### config.mk
export PLATFORM = sky130hd
export DESIGN_NAME = panel_cursor
export DESIGN_NICKNAME = d
export VERILOG_FILES = /design/src/rtl/panel_pkg.sv /design/src/rtl/ps2_event_detect.sv /design/src/rtl/panel_cursor.sv
export SDC_FILE = /design/constraint.sdc
export NUM_CORES = 1
export LEC_CHECK = 0
export BUFFER_PORTS_ARGS = -buffer_cell sky130_fd_sc_hd__buf_2
export CAP_MARGIN = 0
export CORE_ASPECT_RATIO = 1.2
export CORE_MARGIN = 2
export CORE_UTILIZATION = 40
export DETAILED_ROUTE_END_ITERATION = 6
export PLACE_DENSITY_LB_ADDON = 0.2
export SKIP_LAST_GASP = 1
export SYNTH_ARGS = -nofsm -noshare
export SYNTH_HDL_FRONTEND = slang
export SYNTH_SLANG_ARGS = --single-unit
### constraint.sdc
create_clock -name clk -period 5.08 [get_ports clk]
set_input_delay 1.016 -clock clk [delete_from_list [all_inputs] [get_ports clk]]
set_output_delay 1.016 -clock clk [all_outputs]
set_load 0.1 [all_outputs]
### src/rtl/panel_pkg.sv
// ----------------------------------------------------------------------------
// panel_pkg
// Shared definitions for the front-panel keyboard cursor:
//   - switch action encodings driven on cursor_action
//   - PS/2 scancodes recognised by the cursor logic
//   - bit positions inside the 11-bit ps2_key bus
//   - cursor state encoding
// ----------------------------------------------------------------------------
package panel_pkg;

    typedef enum logic [1:0] {
        ACT_DOWN = 2'd0,
        ACT_UP   = 2'd1,
        ACT_AUX  = 2'd2,
        ACT_MOVE = 2'd3
    } action_t;

    typedef enum logic {
        ST_IDLE,
        ST_HELD
    } state_t;

    localparam logic [7:0] SC_UP    = 8'h75;
    localparam logic [7:0] SC_DOWN  = 8'h72;
    localparam logic [7:0] SC_LEFT  = 8'h6B;
    localparam logic [7:0] SC_RIGHT = 8'h74;
    localparam logic [7:0] SC_0     = 8'h45;
    localparam logic [7:0] SC_1     = 8'h16;
    localparam logic [7:0] SC_2     = 8'h1E;

    localparam int unsigned PS2_W    = 11;
    localparam int unsigned PS2_EXT  = 8;
    localparam int unsigned PS2_MAKE = 9;
    localparam int unsigned PS2_TOG  = 10;

endpackage

### src/rtl/ps2_event_detect.sv
// ----------------------------------------------------------------------------
// ps2_event_detect
// Registers the PS/2 key bus and flags one event per change of the toggle bit.
// Ports:
//   i_clk      system clock
//   i_reset_n  synchronous reset, active-low
//   i_ps2_key  [7:0] scancode, [8] extended, [9] make, [10] event toggle
//   o_event    high for the cycle in which a new key event is presented
//   o_make     1 = make (press), 0 = break (release)
//   o_ext      extended-key flag
//   o_code     scancode
// ----------------------------------------------------------------------------
module ps2_event_detect
    import panel_pkg::*;
(
    input  logic             i_clk,
    input  logic             i_reset_n,
    input  logic [PS2_W-1:0] i_ps2_key,
    output logic             o_event,
    output logic             o_make,
    output logic             o_ext,
    output logic [7:0]       o_code
);

    logic [PS2_W-1:0] r_key_q;
    logic             r_tog_d;

    // During reset the toggle history is seeded straight from the bus so the
    // first cycle after reset sees no spurious event.
    always_ff @(posedge i_clk) begin
        r_key_q <= i_ps2_key;
        if (!i_reset_n) begin
            r_tog_d <= i_ps2_key[PS2_TOG];
        end else begin
            r_tog_d <= r_key_q[PS2_TOG];
        end
    end

    assign o_event = r_key_q[PS2_TOG] ^ r_tog_d;
    assign o_make  = r_key_q[PS2_MAKE];
    assign o_ext   = r_key_q[PS2_EXT];
    assign o_code  = r_key_q[7:0];

endmodule

### src/rtl/panel_cursor.sv
// ----------------------------------------------------------------------------
// panel_cursor
// Keyboard-driven cursor over the front-panel switch grid. Arrow keys move a
// row/column cursor; keys 0/1/2 issue down/up/aux actions for the switch under
// the cursor. Momentary switches hold their action until the same key is
// released, then fall back to down.
// Ports:
//   clk            system clock
//   reset_n        synchronous reset, active-low
//   ps2_key        [7:0] scancode, [8] extended, [9] make, [10] event toggle
//   cursor_index   row*COLS+col
//   cursor_row     current row
//   cursor_col     current column
//   cursor_action  0=down 1=up 2=aux 3=move/none
//   action_strobe  one-cycle pulse when action or index changes
//   held           a momentary action is latched
// ----------------------------------------------------------------------------
module panel_cursor
    import panel_pkg::*;
#(
    parameter int unsigned COLS           = 16,
    parameter int unsigned ROWS           = 2,
    parameter int unsigned IDX_W          = 5,
    parameter int unsigned LAST_INDEX     = 24,
    parameter logic [31:0] MOMENTARY_MASK = 32'h007C_0000,
    parameter logic        WRAP           = 1'b0,
    parameter logic        REQUIRE_EXT    = 1'b1
) (
    input  logic                                  clk,
    input  logic                                  reset_n,
    input  logic [10:0]                           ps2_key,
    output logic [IDX_W-1:0]                      cursor_index,
    output logic [((ROWS > 1) ? $clog2(ROWS) : 1)-1:0] cursor_row,
    output logic [((COLS > 1) ? $clog2(COLS) : 1)-1:0] cursor_col,
    output logic [1:0]                            cursor_action,
    output logic                                  action_strobe,
    output logic                                  held
);

    localparam int unsigned ROW_W = (ROWS > 1) ? $clog2(ROWS) : 1;
    localparam int unsigned COL_W = (COLS > 1) ? $clog2(COLS) : 1;

    logic             w_event;
    logic             w_make;
    logic             w_ext;
    logic [7:0]       w_code;

    logic [ROW_W-1:0] r_row;
    logic [COL_W-1:0] r_col;
    action_t          r_action;
    state_t           r_state;
    logic             r_held_key2;   // 0 = key 1 held, 1 = key 2 held
    logic             r_strobe;
    logic             r_held;

    logic [31:0]      w_trow;
    logic [31:0]      w_tcol;
    logic [ROW_W-1:0] w_nrow;
    logic [COL_W-1:0] w_ncol;
    action_t          w_nact;
    state_t           w_nstate;
    logic             w_nheld_key2;
    logic [IDX_W-1:0] w_cur_idx;
    logic [IDX_W-1:0] w_nidx;
    logic             w_arrow_ok;
    logic             w_momentary;

    ps2_event_detect u_evt (
        .i_clk     (clk),
        .i_reset_n (reset_n),
        .i_ps2_key (ps2_key),
        .o_event   (w_event),
        .o_make    (w_make),
        .o_ext     (w_ext),
        .o_code    (w_code)
    );

    // Last reachable column of a row; only called for reachable rows.
    function automatic logic [31:0] f_last_col(input logic [31:0] row);
        logic [31:0] rem;
        rem = LAST_INDEX - row * COLS;
        return (rem < COLS - 32'd1) ? rem : COLS - 32'd1;
    endfunction

    assign w_cur_idx   = IDX_W'(32'(r_row) * COLS + 32'(r_col));
    assign w_nidx      = IDX_W'(32'(w_nrow) * COLS + 32'(w_ncol));
    assign w_arrow_ok  = w_ext | ~REQUIRE_EXT;
    assign w_momentary = |(MOMENTARY_MASK & (32'd1 << w_cur_idx));

    always_comb begin
        w_trow       = 32'(r_row);
        w_tcol       = 32'(r_col);
        w_nact       = r_action;
        w_nstate     = r_state;
        w_nheld_key2 = r_held_key2;
        if (w_event) begin
            case (r_state)
                ST_IDLE: begin
                    if (w_make) begin
                        case (w_code)
                            SC_UP: if (w_arrow_ok) begin
                                w_nact = ACT_MOVE;
                                if (w_trow != 32'd0) w_trow = w_trow - 32'd1;
                            end
                            SC_DOWN: if (w_arrow_ok) begin
                                w_nact = ACT_MOVE;
                                if ((w_trow + 32'd1 < ROWS) &&
                                    ((w_trow + 32'd1) * COLS <= LAST_INDEX))
                                    w_trow = w_trow + 32'd1;
                            end
                            SC_LEFT: if (w_arrow_ok) begin
                                w_nact = ACT_MOVE;
                                if (w_tcol != 32'd0) w_tcol = w_tcol - 32'd1;
                                else if (WRAP)      w_tcol = f_last_col(w_trow);
                            end
                            SC_RIGHT: if (w_arrow_ok) begin
                                w_nact = ACT_MOVE;
                                if (w_tcol < f_last_col(w_trow)) w_tcol = w_tcol + 32'd1;
                                else if (WRAP)                   w_tcol = 32'd0;
                            end
                            SC_0: w_nact = ACT_DOWN;
                            SC_1, SC_2: begin
                                w_nact = (w_code == SC_1) ? ACT_UP : ACT_AUX;
                                if (w_momentary) begin
                                    w_nstate     = ST_HELD;
                                    w_nheld_key2 = (w_code == SC_2);
                                end
                            end
                            default: ;
                        endcase
                        // A row change may land past the last switch; pull the
                        // column back so the index sits on LAST_INDEX.
                        if (w_trow * COLS + w_tcol > LAST_INDEX)
                            w_tcol = LAST_INDEX - w_trow * COLS;
                    end
                end
                ST_HELD: begin
                    if (!w_make &&
                        (((w_code == SC_1) && !r_held_key2) ||
                         ((w_code == SC_2) &&  r_held_key2))) begin
                        w_nact   = ACT_DOWN;
                        w_nstate = ST_IDLE;
                    end
                end
                default: w_nstate = ST_IDLE;
            endcase
        end
        w_nrow = ROW_W'(w_trow);
        w_ncol = COL_W'(w_tcol);
    end

    always_ff @(posedge clk) begin
        if (!reset_n) begin
            r_row       <= '0;
            r_col       <= '0;
            r_action    <= ACT_MOVE;
            r_state     <= ST_IDLE;
            r_held_key2 <= 1'b0;
            r_strobe    <= 1'b0;
            r_held      <= 1'b0;
        end else begin
            r_row       <= w_nrow;
            r_col       <= w_ncol;
            r_action    <= w_nact;
            r_state     <= w_nstate;
            r_held_key2 <= w_nheld_key2;
            r_strobe    <= (w_nact != r_action) || (w_nidx != w_cur_idx);
            r_held      <= (w_nstate == ST_HELD);
        end
    end

    assign cursor_index  = w_cur_idx;
    assign cursor_row    = r_row;
    assign cursor_col    = r_col;
    assign cursor_action = r_action;
    assign action_strobe = r_strobe;
    assign held          = r_held;

endmodule

; Yosys cells after proc, flatten, opt, wreduce, memory -nomap -nowiden
; Cells that the tools add are included.
[totals]
reg_bits = 22
input_bits = 13
out_inout_bits = 14
wordCells = 84
[classes]
addsub = 9
order_cmp = 5
n_eq_ne = 9
n_shift = 1
n_mux = 37
bitwise = 2
reduce_logical = 13
[ops]
columns = cell, n
row1 = $mux W32, 6
row2 = $mux W28, 5
row3 = $pmux W32 S2, 1
row4 = $pmux W28 S2, 1
row5 = $eq A8 B7 Y1 const B, 5
row6 = $add A32 B32 Y32, 1
row7 = $gt A32 B5 Y1 const B, 1
row8 = $le A32 B5 Y1 const B, 1
row9 = $lt A32 B2 Y1 const B, 1
row10 = $lt A32 B4 Y1 const B, 1
row11 = $lt A4 B32 Y1, 1
row12 = $shl A1 B5 Y23 const A, 1
row13 = $eq A8 B5 Y1 const B, 2
row14 = $mux W4, 4
row15 = $mux W2, 7
row16 = $add A5 B4 Y5, 2
row17 = $mux W5, 2
row18 = $mux W1, 8
row19 = $pmux W2 S3, 1
row20 = $sub A5 B5 Y6 const A, 1
row21 = $add A4 B1 Y5 const B, 1
row22 = $ne A5 B5 Y1, 1
row23 = $reduce_and A5 Y1, 1
row24 = $reduce_or A5 Y1, 1
row25 = 15 further kinds, 20

; Logic depth before layout (Yosys ltp)
[logic_depth]
ltp_word = 19
depth_mapped = 15
mapped_depth_nobuf = 14

; By module
; From an unflattened synthesis, not the netlist that was laid out.
[unflattened]
cells_unflattened = 198
area_unflattened_um2 = 1667.8
[modules_own_cells]
columns = mod, instances, cells_per_inst, area_per_inst_um2, seq_area_each_um2
row1 = panel_cursor, 1, 176, 1343.8, 200.2
row2 = ps2_event_detect, 1, 22, 324.1, 240.2

; Worst setup path after synthesis
; OpenSTA, ideal clock, no wires.
[synth_timing]
kind = register -> register
from = register r_row, in the netlist cursor_row
to = register r_strobe, in the netlist action_strobe
setup_ps = 127
t_arrival_ps = 3411
required_ps = 4953
path_slack_ps = 1542
stages_incl_launch_ff = 14
n_path_buf = 0
period_less_slack_ps = 3538
path_cell_list = dfxtp_1 -> ha_1 -> a21oi_1 -> nand2_1 -> nor4_1 -> ha_1 -> inv_1 -> ha_1 -> nor2_1 -> or2_2 -> a221o_1 -> mux2i_1 -> a31oi_1 -> or3_1
[synth_between]
elab_chain_len = 19
word_cells_on_any_way = 36
cone_classes = add/sub (6) / order compare (5) / eq/ne (1) / mux (22) / reduce/logical (2)
[synth_lines]
columns = element, line
row1 = start: declaration, panel_cursor.sv:48  ; logic [ROW_W-1:0] r_row;
row2 = start signal: assignment, panel_cursor.sv:162  ; r_row <= w_nrow;
row3 = $sub A5 B5 Y6, panel_cursor.sv:81  ; rem = LAST_INDEX - row * COLS;
row4 = $lt A32 B4 Y1, panel_cursor.sv:82  ; return (rem < COLS - 32'd1) ? rem : COLS - 32'd1;
row5 = $mux W32, panel_cursor.sv:82
row6 = $lt A4 B32 Y1, panel_cursor.sv:118  ; if (w_tcol < f_last_col(w_trow)) w_tcol = w_tcol + 32'd1;
row7 = $mux W5, panel_cursor.sv:118
row8 = $mux W5, panel_cursor.sv:116  ; SC_RIGHT: if (w_arrow_ok) begin
row9 = $pmux W32 S2, panel_cursor.sv:100  ; case (w_code)
row10 = $mux W32, panel_cursor.sv:99  ; if (w_make) begin
row11 = (+3 left out), n/a
row12 = $gt A32 B5 Y1, panel_cursor.sv:133  ; if (w_trow * COLS + w_tcol > LAST_INDEX)
row13 = $mux W4, panel_cursor.sv:133
row14 = $mux W4, panel_cursor.sv:99
row15 = $mux W4, panel_cursor.sv:97  ; case (r_state)
row16 = $mux W4, panel_cursor.sv:96  ; if (w_event) begin
row17 = $add A5 B4 Y5, panel_cursor.sv:86  ; assign w_nidx = IDX_W'(32'(w_nrow) * COLS + 32'(w_ncol));
row18 = $ne A5 B5 Y1 *, panel_cursor.sv:167  ; r_strobe <= (w_nact != r_action) || (w_nidx != w_cur_idx);
row19 = $logic_or A1 B1 Y1 *, panel_cursor.sv:167
row20 = end signal: assignment, panel_cursor.sv:167
row21 = end: declaration, panel_cursor.sv:53  ; logic r_strobe;
; Mark *: on every way between the ends. The rest lies on a longest branch, timed or not. The select of a mux whose other input is x is not followed.
; A chain may end at the register's enable or synchronous reset.

; Worst setup path after layout
[layout_timing]
from = register r_col[2], in the netlist cursor_col[2]
to = register r_strobe, in the netlist action_strobe
[layout_between]
elab_chain_len = 16
word_cells_on_any_way = 22
cone_classes = add/sub (5) / order compare (2) / eq/ne (1) / mux (12) / reduce/logical (2)
[layout_lines]
columns = element, line
row1 = start: declaration, panel_cursor.sv:49  ; logic [COL_W-1:0] r_col;
row2 = start signal: assignment, panel_cursor.sv:163  ; r_col <= w_ncol;
row3 = $lt A4 B32 Y1 (tied with other cells), panel_cursor.sv:118
row4 = $mux W5 or $mux W32 (tied branches), "panel_cursor.sv:118, panel_cursor.sv:113"
row5 = $mux W5 or $mux W32 (tied branches), "panel_cursor.sv:116, panel_cursor.sv:111"
row6 = $pmux W32 S2, panel_cursor.sv:100
row7 = $mux W32, panel_cursor.sv:99
row8 = $mux W32, panel_cursor.sv:97
row9 = $mux W32, panel_cursor.sv:96
row10 = $add A32 B32 Y32, panel_cursor.sv:133
row11 = $gt A32 B5 Y1, panel_cursor.sv:133
row12 = $mux W4, panel_cursor.sv:133
row13 = $mux W4, panel_cursor.sv:99
row14 = $mux W4, panel_cursor.sv:97
row15 = $mux W4, panel_cursor.sv:96
row16 = $add A5 B4 Y5, panel_cursor.sv:86
row17 = $ne A5 B5 Y1 *, panel_cursor.sv:167
row18 = $logic_or A1 B1 Y1 *, panel_cursor.sv:167
; Marked as above.

==> results.json <==
{
  "outcome": "finished clean",
  "die_area_mm2": 0.00464,
  "synthTopCellsByCount": "dfxtp_1 (22), nand2_1 (19), o21ai_0 (18), nor2_1 (15)",
  "synthSimpleGateAreaFrac_pct": 28.8,
  "totalWireLength_um": 3850,
  "cpPeakStageDelay_ns": 0.62,
  "ys_async_sr_fraction_pct": 0,
  "min_period_over_period_pct": 63.6,
  "period_needed_ns": 3.23,
  "finalWeightedCongestion": 0.842,
  "max_cap_viol_count": 0,
  "yosysSeqAreaShare_pct": 26.8,
  "cts_made_buffers": 3,
  "dr.pass1.iters": 5,
  "synthAdderAreaFrac_pct": 8.37,
  "synth_cells": 213,
  "path_clk_slew_ns": 0.08,
  "drive_gt1_share_pct": 16.9,
  "dpl_cell_area_mm2": 0.00177,
  "grt_first_pass_wirelength_um": 6740,
  "hold_start": "u_evt.r_key_q[10]",
  "clk_latency_ns": 0.26,
  "placedCellCount": 281,
  "postCtsHoldBufs": 0,
  "initial_core_util_pct": 41.7,
  "fillers": 428,
  "r2r_end": "action_strobe",
  "crit_fanout": 16,
  "worstPathCellList": "ha_1 > a21oi_1 > nand2_1 > nor4_1 > ha_1 > inv_1 > ha_1 > nor2_1 > or2_2 > a221o_1 > mux2i_1 > a31oi_1 > or3_1",
  "ys_seq_elements": 22,
  "yosysTopAreaCellShare_pct": 26.8,
  "cpMostUsedCell": "ha_1",
  "r2r_cells": 13,
  "rows": 25,
  "synth_top_family_by_area": "simple AND/OR/NAND/NOR gates",
  "clock_path_buffers": 2,
  "reg2reg_from": "cursor_col[2]",
  "cts_root_buffer": "clkbuf_8",
  "max_freq_mhz": 309,
  "muxShareOfSynthArea_pct": 3.12,
  "grt_usage_pct": 17.9,
  "dp_hpwl_um": 2970,
  "path_class": "reg -> reg",
  "hold_class": "reg -> reg",
  "synthFlopType": "dfxtp_1",
  "ir_worst_vdd_uv": 138,
  "worst_pin_slew_ns": 0.693,
  "multi_input_area_mm2": 0.00110,
  "post-route-drc-count": 0,
  "antenna_found_initial": 0,
  "overflow": 0,
  "final_cells": 285,
  "crit_end": "action_strobe",
  "via_count": 1606,
  "core_area_mm2": 0.00394,
  "cts_sinks": 22,
  "worst_ep_required_time_ns": 5.23,
  "end_kind": "flop",
  "yosysWarnings": 0,
  "h-tree-depth": 1,
  "ios": 27,
  "drt_iter0_markers": 91,
  "synth_area_per_cell_um2": 7.72,
  "syn_to_final_growth_pct": 11.2,
  "ant_nets": 0,
  "cts_tree": "done",
  "synthDistinctLibCells": 52,
  "grt_pass1_vias": 1589,
  "synthesis.area_mm2": 0.00164,
  "post_cts_buffers": 0,
  "viasPerCell": 5.64,
  "slew_headroom_pct": 52.6,
  "wl_per_cell_um": 13.5,
  "dieHeight_um": 74.2,
  "antenna_cells": 0,
  "synth.most_common_cell": "dfxtp_1",
  "start_kind": "flop",
  "finalInstanceArea_mm2": 0.00183,
  "tns_ns": 0,
  "grt_max_degree": 17,
  "synth_top_area_cell": "dfxtp_1",
  "synth-edff-count": 0,
  "ys_top_cells_by_area": "dfxtp_1 (27%), ha_1 (8.4%), o21ai_0 (5.5%)",
  "leakage_uw": 0.000738,
  "synth-xor-area-share_pct": 1.07,
  "regArea_um2": 440,
  "setup_viol_count_final": 0,
  "crit_slowest_cell": "dfxtp_1",
  "portBuffers": 26,
  "crit_start": "cursor_col[2]",
  "worst_ep_arrival_time_ns": 3.38,
  "r2r_setup_slack_ns": 1.85,
  "hold_violations": 0,
  "final_nets": 256,
  "finalClockSkew_ns": 0.00834,
  "power_density_mw_per_mm2": 203,
  "cts_resized": 0,
  "rsz0062_at_grt": "false",
  "synth_compound_area_share_pct": 25.0,
  "power_uw": 371,
  "timing.final.max_slew_violations": 0,
  "die_w_um": 62.5
}
-- sequential cells by signal, summed over array words and instances (netlist names) --
register and cells:
action_strobe 1, cursor_action 2, cursor_col 4, cursor_row 1, held 1, r_held_key2 1
u_evt.r_key_q 11, u_evt.r_tog_d 1
-- where the power goes --
group | leakage [uW] | internal [uW] | switching, uW | total [uW]
Clock | 0.0000288 | 69.1 | 57.3 | 126
Sequential | 0.000182 | 179 | 10.1 | 189
Combinational | 0.000527 | 18.5 | 37.0 | 55.5
-- worst max-delay path, delay by kind of cell, from the launching register on --
kind            cells  cell delay, ns
buf+inv             1            0.05
fa+ha+maj           3            0.83
mux                 1            0.21
simple gates        5            0.95
compound gates      3            0.44
flops               1            0.62
-- layout make-up --
type                       count  share of cell area (%)
multi-input combinational    169                    60.0
sequential                    22                    24.1
clock buffer                   4                    3.01
tap                           54                    3.70
inverter                      10                    2.05
timing repair buffer          26                    7.12
-- cell families after synthesis --
family          count (synthesis)
flops                          22
fa+ha+maj                      11
other cells                     1
simple gates                   87
xor+xnor                        2
buf+inv                        23
compound gates                 62
mux                             5
-- how the worst min path moves through the flow --
| stage | cells after the start | slack, ns | endpoint |
|---|---|---|---|
| final | 1 | 0.51 | u_evt.r_tog_d |
| after global routing | 1 | 0.55 | u_evt.r_tog_d |
| after CTS | 1 | 0.51 | u_evt.r_tog_d |
| after detailed placement | 1 | 0.50 | u_evt.r_tog_d |
| after global placement | 1 | 0.49 | u_evt.r_tog_d |
| after floorplan | 1 | 0.48 | u_evt.r_tog_d |
-- metrics by stage --
step	util [%]	hold slack (ns)	setup slack [ns]
finish	46.4	0.508	1.85
global route	46.4	0.547	1.55
CTS	46.4	0.515	1.86
detailed placement	45.0	0.495	1.86
global placement	45.0	0.487	1.91
floorplan	-	0.477	1.54
-- cells in the final DEF, fill, tap and decap left out, drive strengths merged, types with 4 or more instances in the layout --
cell and instances:
clkbuf 4, nor2b 5, nor3 10, ha 11, mux2i 4, nor2 15, buf 26, inv 10
a2111oi 4, a31oi 5, nand2 20, nand2b 6, dfxtp 22, a21oi 11, nand3 6, o21ai 19
a22oi 5
-- per-layer routing --
metal	wire length (um)	GRT usage (%)
met1	1710	20.6
met2	1860	33.2
met3	179	2.87
met4	105	7.65
met5	0	0
No activity file was read; power rests on OpenSTA's default activity.
